--- src/rtl/id_stage_pipe.sv ---
// id_stage_pipe: RV32I instruction-decode stage.
// Decodes instruction fields and immediates, owns the architectural register
// file (written from WB), and holds results in a single output register
// handed to EX over a valid/ready handshake with flush.
// Optional build macro: ID_BYPASS_EN (write-through bypass from WB into the
// operand capture on a load cycle).
module id_stage_pipe #(
    parameter int XLEN = 32,
    parameter int NREG = 32,
    parameter int RAW  = 5
) (
    input  logic            clk,
    input  logic            reset,
    input  logic            in_valid,
    output logic            in_ready,
    input  logic [31:0]     instr,
    input  logic [XLEN-1:0] pc_in,
    input  logic            flush,
    input  logic            wb_en,
    input  logic [RAW-1:0]  wb_rd,
    input  logic [XLEN-1:0] wb_data,
    output logic            out_valid,
    input  logic            out_ready,
    output logic [XLEN-1:0] rs1_data,
    output logic [XLEN-1:0] rs2_data,
    output logic [RAW-1:0]  rs1,
    output logic [RAW-1:0]  rs2,
    output logic [RAW-1:0]  rd,
    output logic [XLEN-1:0] imm,
    output logic [6:0]      opcode,
    output logic [2:0]      funct3,
    output logic [6:0]      funct7,
    output logic [XLEN-1:0] pc_out
);

    // Handshake: a transfer happens on a rising edge where valid && ready.
    // IF->ID: in_valid/in_ready, in_ready = !out_valid || out_ready (no skid
    // buffer, so ready depends combinationally on the downstream side).
    // ID->EX: out_valid/out_ready; while out_valid && !out_ready all outputs
    // hold. flush clears out_valid and drops any instruction offered alongside.

    localparam logic [6:0] OP_IMM    = 7'b0010011;
    localparam logic [6:0] OP_LOAD   = 7'b0000011;
    localparam logic [6:0] OP_JALR   = 7'b1100111;
    localparam logic [6:0] OP_SYSTEM = 7'b1110011;
    localparam logic [6:0] OP_STORE  = 7'b0100011;
    localparam logic [6:0] OP_BRANCH = 7'b1100011;
    localparam logic [6:0] OP_LUI    = 7'b0110111;
    localparam logic [6:0] OP_AUIPC  = 7'b0010111;
    localparam logic [6:0] OP_JAL    = 7'b1101111;

    logic [XLEN-1:0] regs [NREG];

    logic [RAW-1:0]  dec_rs1;
    logic [RAW-1:0]  dec_rs2;
    logic [RAW-1:0]  dec_rd;
    logic [31:0]     imm32;
    logic [XLEN-1:0] dec_imm;
    logic [XLEN-1:0] rd1;
    logic [XLEN-1:0] rd2;
    logic            load;

    // Register indices are truncated to RAW bits for smaller register files.
    assign dec_rs1 = instr[15 +: RAW];
    assign dec_rs2 = instr[20 +: RAW];
    assign dec_rd  = instr[7 +: RAW];

    assign in_ready = !out_valid || out_ready;
    assign load     = in_valid && in_ready && !flush;

    // Build the 32-bit immediate per format; unknown opcodes give zero.
    always_comb begin
        imm32 = '0;
        case (instr[6:0])
            OP_IMM, OP_LOAD, OP_JALR, OP_SYSTEM:
                imm32 = {{20{instr[31]}}, instr[31:20]};
            OP_STORE:
                imm32 = {{20{instr[31]}}, instr[31:25], instr[11:7]};
            OP_BRANCH:
                imm32 = {{19{instr[31]}}, instr[31], instr[7], instr[30:25],
                         instr[11:8], 1'b0};
            OP_LUI, OP_AUIPC:
                imm32 = {instr[31:12], 12'b0};
            OP_JAL:
                imm32 = {{11{instr[31]}}, instr[31], instr[19:12], instr[20],
                         instr[30:21], 1'b0};
            default:
                imm32 = '0;
        endcase
    end

    // Sign-extend from bit 31 to the datapath width.
    assign dec_imm = XLEN'($signed(imm32));

    // Operand read; x0 is hard-wired to zero regardless of array contents.
    always_comb begin
        rd1 = (dec_rs1 == '0) ? '0 : regs[dec_rs1];
        rd2 = (dec_rs2 == '0) ? '0 : regs[dec_rs2];
`ifdef ID_BYPASS_EN
        if (wb_en && (wb_rd == dec_rs1) && (dec_rs1 != '0)) begin
            rd1 = wb_data;
        end
        if (wb_en && (wb_rd == dec_rs2) && (dec_rs2 != '0)) begin
            rd2 = wb_data;
        end
`endif
    end

    // Register file writeback, independent of the decode handshake.
    always_ff @(posedge clk or posedge reset) begin
        if (reset) begin
            for (int i = 0; i < NREG; i++) begin
                regs[i] <= '0;
            end
        end else if (wb_en && (wb_rd != '0)) begin
            regs[wb_rd] <= wb_data;
        end
    end

    // Output pipeline register: flush beats load, load beats drain.
    always_ff @(posedge clk or posedge reset) begin
        if (reset) begin
            out_valid <= 1'b0;
            rs1_data  <= '0;
            rs2_data  <= '0;
            rs1       <= '0;
            rs2       <= '0;
            rd        <= '0;
            imm       <= '0;
            opcode    <= '0;
            funct3    <= '0;
            funct7    <= '0;
            pc_out    <= '0;
        end else if (flush) begin
            out_valid <= 1'b0;
        end else if (load) begin
            out_valid <= 1'b1;
            rs1_data  <= rd1;
            rs2_data  <= rd2;
            rs1       <= dec_rs1;
            rs2       <= dec_rs2;
            rd        <= dec_rd;
            imm       <= dec_imm;
            opcode    <= instr[6:0];
            funct3    <= instr[14:12];
            funct7    <= instr[31:25];
            pc_out    <= pc_in;
        end else if (out_valid && out_ready) begin
            out_valid <= 1'b0;
        end
    end

endmodule

--- config.mk ---
export PLATFORM = sky130hd
export DESIGN_NAME = id_stage_pipe
export DESIGN_NICKNAME = d
export VERILOG_FILES = /design/src/rtl/id_stage_pipe.sv
export SDC_FILE = /design/constraint.sdc
export NUM_CORES = 2
export LEC_CHECK = 0
export BUFFER_PORTS_ARGS = -buffer_cell sky130_fd_sc_hd__buf_2
export CAP_MARGIN = 20
export CORE_MARGIN = 3
export CORE_UTILIZATION = 62
export DETAILED_ROUTE_END_ITERATION = 10
export HOLD_SLACK_MARGIN = 0.1
export PLACE_DENSITY = 0.8
export SETUP_SLACK_MARGIN = 0.4
export SLEW_MARGIN = 20
export SYNTH_ARGS = -nofsm -noshare
export SYNTH_HDL_FRONTEND = slang
export SYNTH_SLANG_ARGS = --single-unit
--- constraint.sdc ---
create_clock -name clk -period 54.5 [get_ports clk]
set_clock_uncertainty 0.1 [all_clocks]
set_input_delay 10.9 -clock clk [delete_from_list [all_inputs] [get_ports clk]]
set_output_delay 10.9 -clock clk [all_outputs]
set_load 0.02 [all_outputs]
; Word-level counts from Yosys, hierarchy flattened
; Index checks and enable logic that the tools add are counted.
[word_totals]
register_bits = 1185
in_bits = 107
out_inout_bits = 162
wordCells = 90
[op_classes]
n_lt_le_gt_ge = 4
eq_ne = 9
n_mux = 15
bitwise = 4
n_reduce_logical = 15
[op_table]
columns = operator, count
row1 = $bwmux W1024, 1
row2 = $bmux W32 S5, 2
row3 = $mux W32, 7
row4 = $demux W32 S5, 1
row5 = $pmux W32 S5, 1
row6 = $eq A7 B7 Y1 const B, 4
row7 = $ge A6 B6 Y1 const B, 3
row8 = $not A5 Y6, 3
row9 = $eq A7 B5 Y1 const B, 2
row10 = $eq A7 B6 Y1 const B, 2
row11 = $logic_not A5 Y1, 2
row12 = $eq A7 B2 Y1 const B, 1
row13 = $lt A6 B1 Y1 const B, 1
row14 = $logic_and A1 B1 Y1, 5
row15 = $reduce_bool A5 Y1, 1
row16 = $reduce_or A4 Y1, 1
row17 = $mux W1, 3
row18 = $reduce_bool A3 Y1, 1
row19 = $logic_not A1 Y1, 2
row20 = $reduce_and A2 Y1, 1
row21 = $reduce_or A2 Y1, 1
row22 = $logic_or A1 B1 Y1, 1
row23 = $not A1 Y1, 1

; Depth between registers and ports, before layout
[depth]
ltp_word = 6
mapped_depth = 9
ltp_nobuf = 5

; Worst setup path after synthesis
; Ideal clock, no wire load.
[synth_timing]
path_kind = input-to-output
startpoint = input out_ready
endpoint = output in_ready
arrival_time_ns = 11.171
t_required_ns = 43.500
path_slack_ns = 32.329
stages = 1
path_buffers = 0
path_cell_list = nand2b_1
[synth_between]
elab_chain_cells = 1
[synth_rtl]
columns = element, line_no
row1 = "start, declared", 23  ; input logic out_ready,
row2 = $logic_or A1 B1 Y1, 68  ; assign in_ready = !out_valid || out_ready;
row3 = "end, declared", 15  ; output logic in_ready,
; No other way between the ends.

; Worst setup path after layout
; Ends and elaborated chain as after synthesis.

==> impl_metrics.ini <==
[drt]
wl_per_cell_um = 31.86
ant_nets = 0
drt_iter0_markers = 4840
vias_per_cell = 7.178
dr.pass1.iters = 6
drc_errors = 0
wl_um = 177700
vias = 40050

[critical_path]
startpoint_type = input pin
crit_top_cell = buf_2
path_class = input pin to primary output
crit_slowest_cell = nand2b_1
crit_family = buffers and inverters
crit_buf_inv = 2
end_kind = primary output
r2r-start = out_valid$_DFFE_PP0P_
crit_path_cell_trace = buf_2 -> nand2b_1 -> buf_2
startpoint = out_ready
required_ns = 43.50
crit_arrival_ns = 11.51
critPathMaxFanout = 5
cpPeakStageDelay_ns = 0.28

[layout]
syn2layout_area_growth_pct = 9.969
final_cells = 5579
fillCellCount = 6286
layout-drive-gt1-share = 0.4666
fin_nets = 4317

[clock_tree]
cts_resized = 0
cts-root-buf = clkbuf_16
hold_buffers = 0
htree_num_levels = 3
cts_buffers = 121
cts_tree = yes
clk_path_buf_depth = 3
cts_setup_buffers = 0
cts.clk_slew.worst_paths_ns = 0.06
clk_latency_ns = 0.71
clock_sinks = 1185

[min_path]
hold_path_class = flop to flop
holdCritStartpoint = regs[1015]$_DFFE_PP0P_

[timing]
setup_viol = 0
max_slew_margin = 0.1382
hold_viol = 0
worstMarginPinSlew_ns = 1.286
grt_setup_unrepaired = false
min_period_ns = 22.51
slew_violations = 0
post-route-period-util = 0.4130
timing.fmax_mhz = 44.43
tns_ns = 0

[yosys]
synth_nets = 4287
syn_area_um2 = 59630
synth_cells = 4180
ys_types = 60
syn_area_per_cell_um2 = 14.26
synth_edf_count = 0
synth_warnings = 0
synth-async-reset-ratio = 1.000
synth_flop_cell = dfrtp_1
yosysSeqAreaShare = 0.4973
ys_ff_latch = 1185

[floorplan]
fp.dieH_um = 316.1
core_area_um2 = 95150
start_util = 0.6266
boundaryPins = 269
die_w_um = 316.1
rows = 113
die_area_um2 = 99930

[place]
portBuffers = 268
dp_hpwl_um = 102500
place_inst = 5351
gp_congestion = 0.8503

[pwr]
leakage_nw = 29.38
peakVddDrop_v = 0.00003173
p_per_area_nw_per_um2 = 37.70

[flow_run]
cap_violations = 0

[global_routing]
grt_pass1_vias = 40720
grt_pass1_wl_um = 265500
track_usage = 0.3593
grt_overflow = 0
grt_max_degree = 170
antenna_found_initial = 9

[run_status]
outcome = complete, no violations
[state kept, by name (all words and copies together), names as in the netlist]
register	cells
rs1_data	32
rs2_data	32
rd	5
opcode	7
pc_out	32
rs1	5
regs	1024
imm	32
funct3	3
funct7	7
out_valid	1
rs2	5
[cells by family (layout without fill, tap and decap cells)]
family | count (synthesis) | count (layout) | synth area share
AOI/OAI and AO/OA | 473 | 473 | 0.06075
buffers and inverters | 453 | 579 | 0.03418
DFF | 1185 | 1185 | 0.4973
muxes | 1633 | 1633 | 0.3758
other | 0 | 8 | 0
and+or+nand+nor | 436 | 436 | 0.03200
[area by class of cell]
type,instances,area [µm²],share of cell area
Antenna cell,8,20.02,0.0003053
Clock buffer,181,3585,0.05467
Clock inverter,38,395.4,0.006030
Inverter,3,18.77,0.0002862
Multi-Input combinational cell,2542,28180,0.4298
Sequential cell,1185,29650,0.4522
Tap cell,1265,1583,0.02414
Timing Repair Buffer,357,2133,0.03253
[per-layer routing]
metal / up-vias / routed length (µm) / global-route usage
li1: 15990 / - / -
met1: 21040 / 68070 / 0.4920
met2: 2430 / 81140 / 0.5388
met3: 579 / 19380 / 0.09973
met4: 4 / 9119 / 0.1701
met5: - / 22 / 0
[cell usage in the layout, fill, tap and decap left out, types with 7 or more instances in the layout]
cell type / n
a211oi_1: 59
a21oi_1: 11
a221oi_1: 35
a22o_1: 66
a22oi_1: 32
and2_2: 11
buf_2: 263
buf_4: 82
clkbuf_1: 28
clkbuf_16: 122
clkbuf_8: 31
clkinv_2: 23
dfrtp_1: 1185
diode_2: 8
mux2_2: 993
mux2i_1: 255
mux4_2: 385
nand2_1: 268
nand2_2: 16
nand3_1: 20
nand3b_1: 7
nor2_1: 39
nor2_4: 17
nor3_1: 14
o211ai_1: 29
o21ai_0: 31
o221a_2: 10
o221ai_1: 59
o22ai_1: 64
o31ai_1: 61
[synthesized netlist by cell type (all sizes together) (4+ instances only)]
cell       n  area [µm²]
mux4     385        8671
o221ai    59       516.8
nor3b      5       37.54
and3       5       31.28
a22oi     32       240.2
and2      15       105.1
buf      181       962.2
o41ai      4       35.03
a21oi     11       55.05
nand3     20       100.1
nor2b      5       31.28
mux2i    255        2552
o31ai     61       457.9
o22ai     64       400.4
dfrtp   1185       29650
o211ai    29       217.7
mux2     993       11180
clkbuf   269        1065
nand3b     7       52.55
o21ai     34       170.2
a211oi    59       442.9
a221oi    35       306.5
o221a     11       132.6
or3        4       25.02
a22o      66       578.1
nand2    286        1079
nor3      16       85.08
nor2      57       216.5
[worst reg2reg max path, delay by kind of cell (launching register included)]
kind,cells,cell delay [ns]
flip-flops,1,0.39
AND/OR/NAND/NOR,3,1.36
buffers and inverters,1,0.52
AO/OA/AOI/OAI,2,0.50
[per-stage QoR]
step / setup WS [ns] / hold slack (ns) / total power [mW] / util / cell area, µm²
2_1_floorplan: 10.12 / 0.3413 / 1.507 / - / 59630
3_3_place_gp: 32.01 / 0.2763 / 1.612 / 0.6467 / 61530
3_5_place_dp: 32.00 / 0.2836 / 1.641 / 0.6467 / 61530
4_1_cts: 32.00 / 0.2970 / 2.471 / 0.6885 / 65510
5_1_grt: 31.97 / 0.3039 / 2.567 / 0.6890 / 65560
6_report: 31.99 / 0.2937 / 2.472 / 0.6891 / 65570
[power breakdown]
group	total [mW]	internal [mW]	switching [mW]	leakage, nW
logic	0.472	0.261	0.210	12.2
clock network	0.834	0.481	0.354	1.98
registers	1.17	1.04	0.123	15.2
total	2.47	1.78	0.687	29.4
[worst paths after layout]
path,end,slack [ns],cells after the start
max,in_ready,31.99,3
min,regs[1015]$_DFFE_PP0P_,0.29,0
max reg2reg,rs1_data[22]$_DFFE_PP0P_,51.52,6
min reg2reg,regs[1015]$_DFFE_PP0P_,0.29,0
max in group asynchronous,regs[667]$_DFFE_PP0P_,40.65,5
min in group asynchronous,imm[9]$_DFFE_PP0P_,10.30,2
No activity file was read; power rests on OpenSTA's default activity.
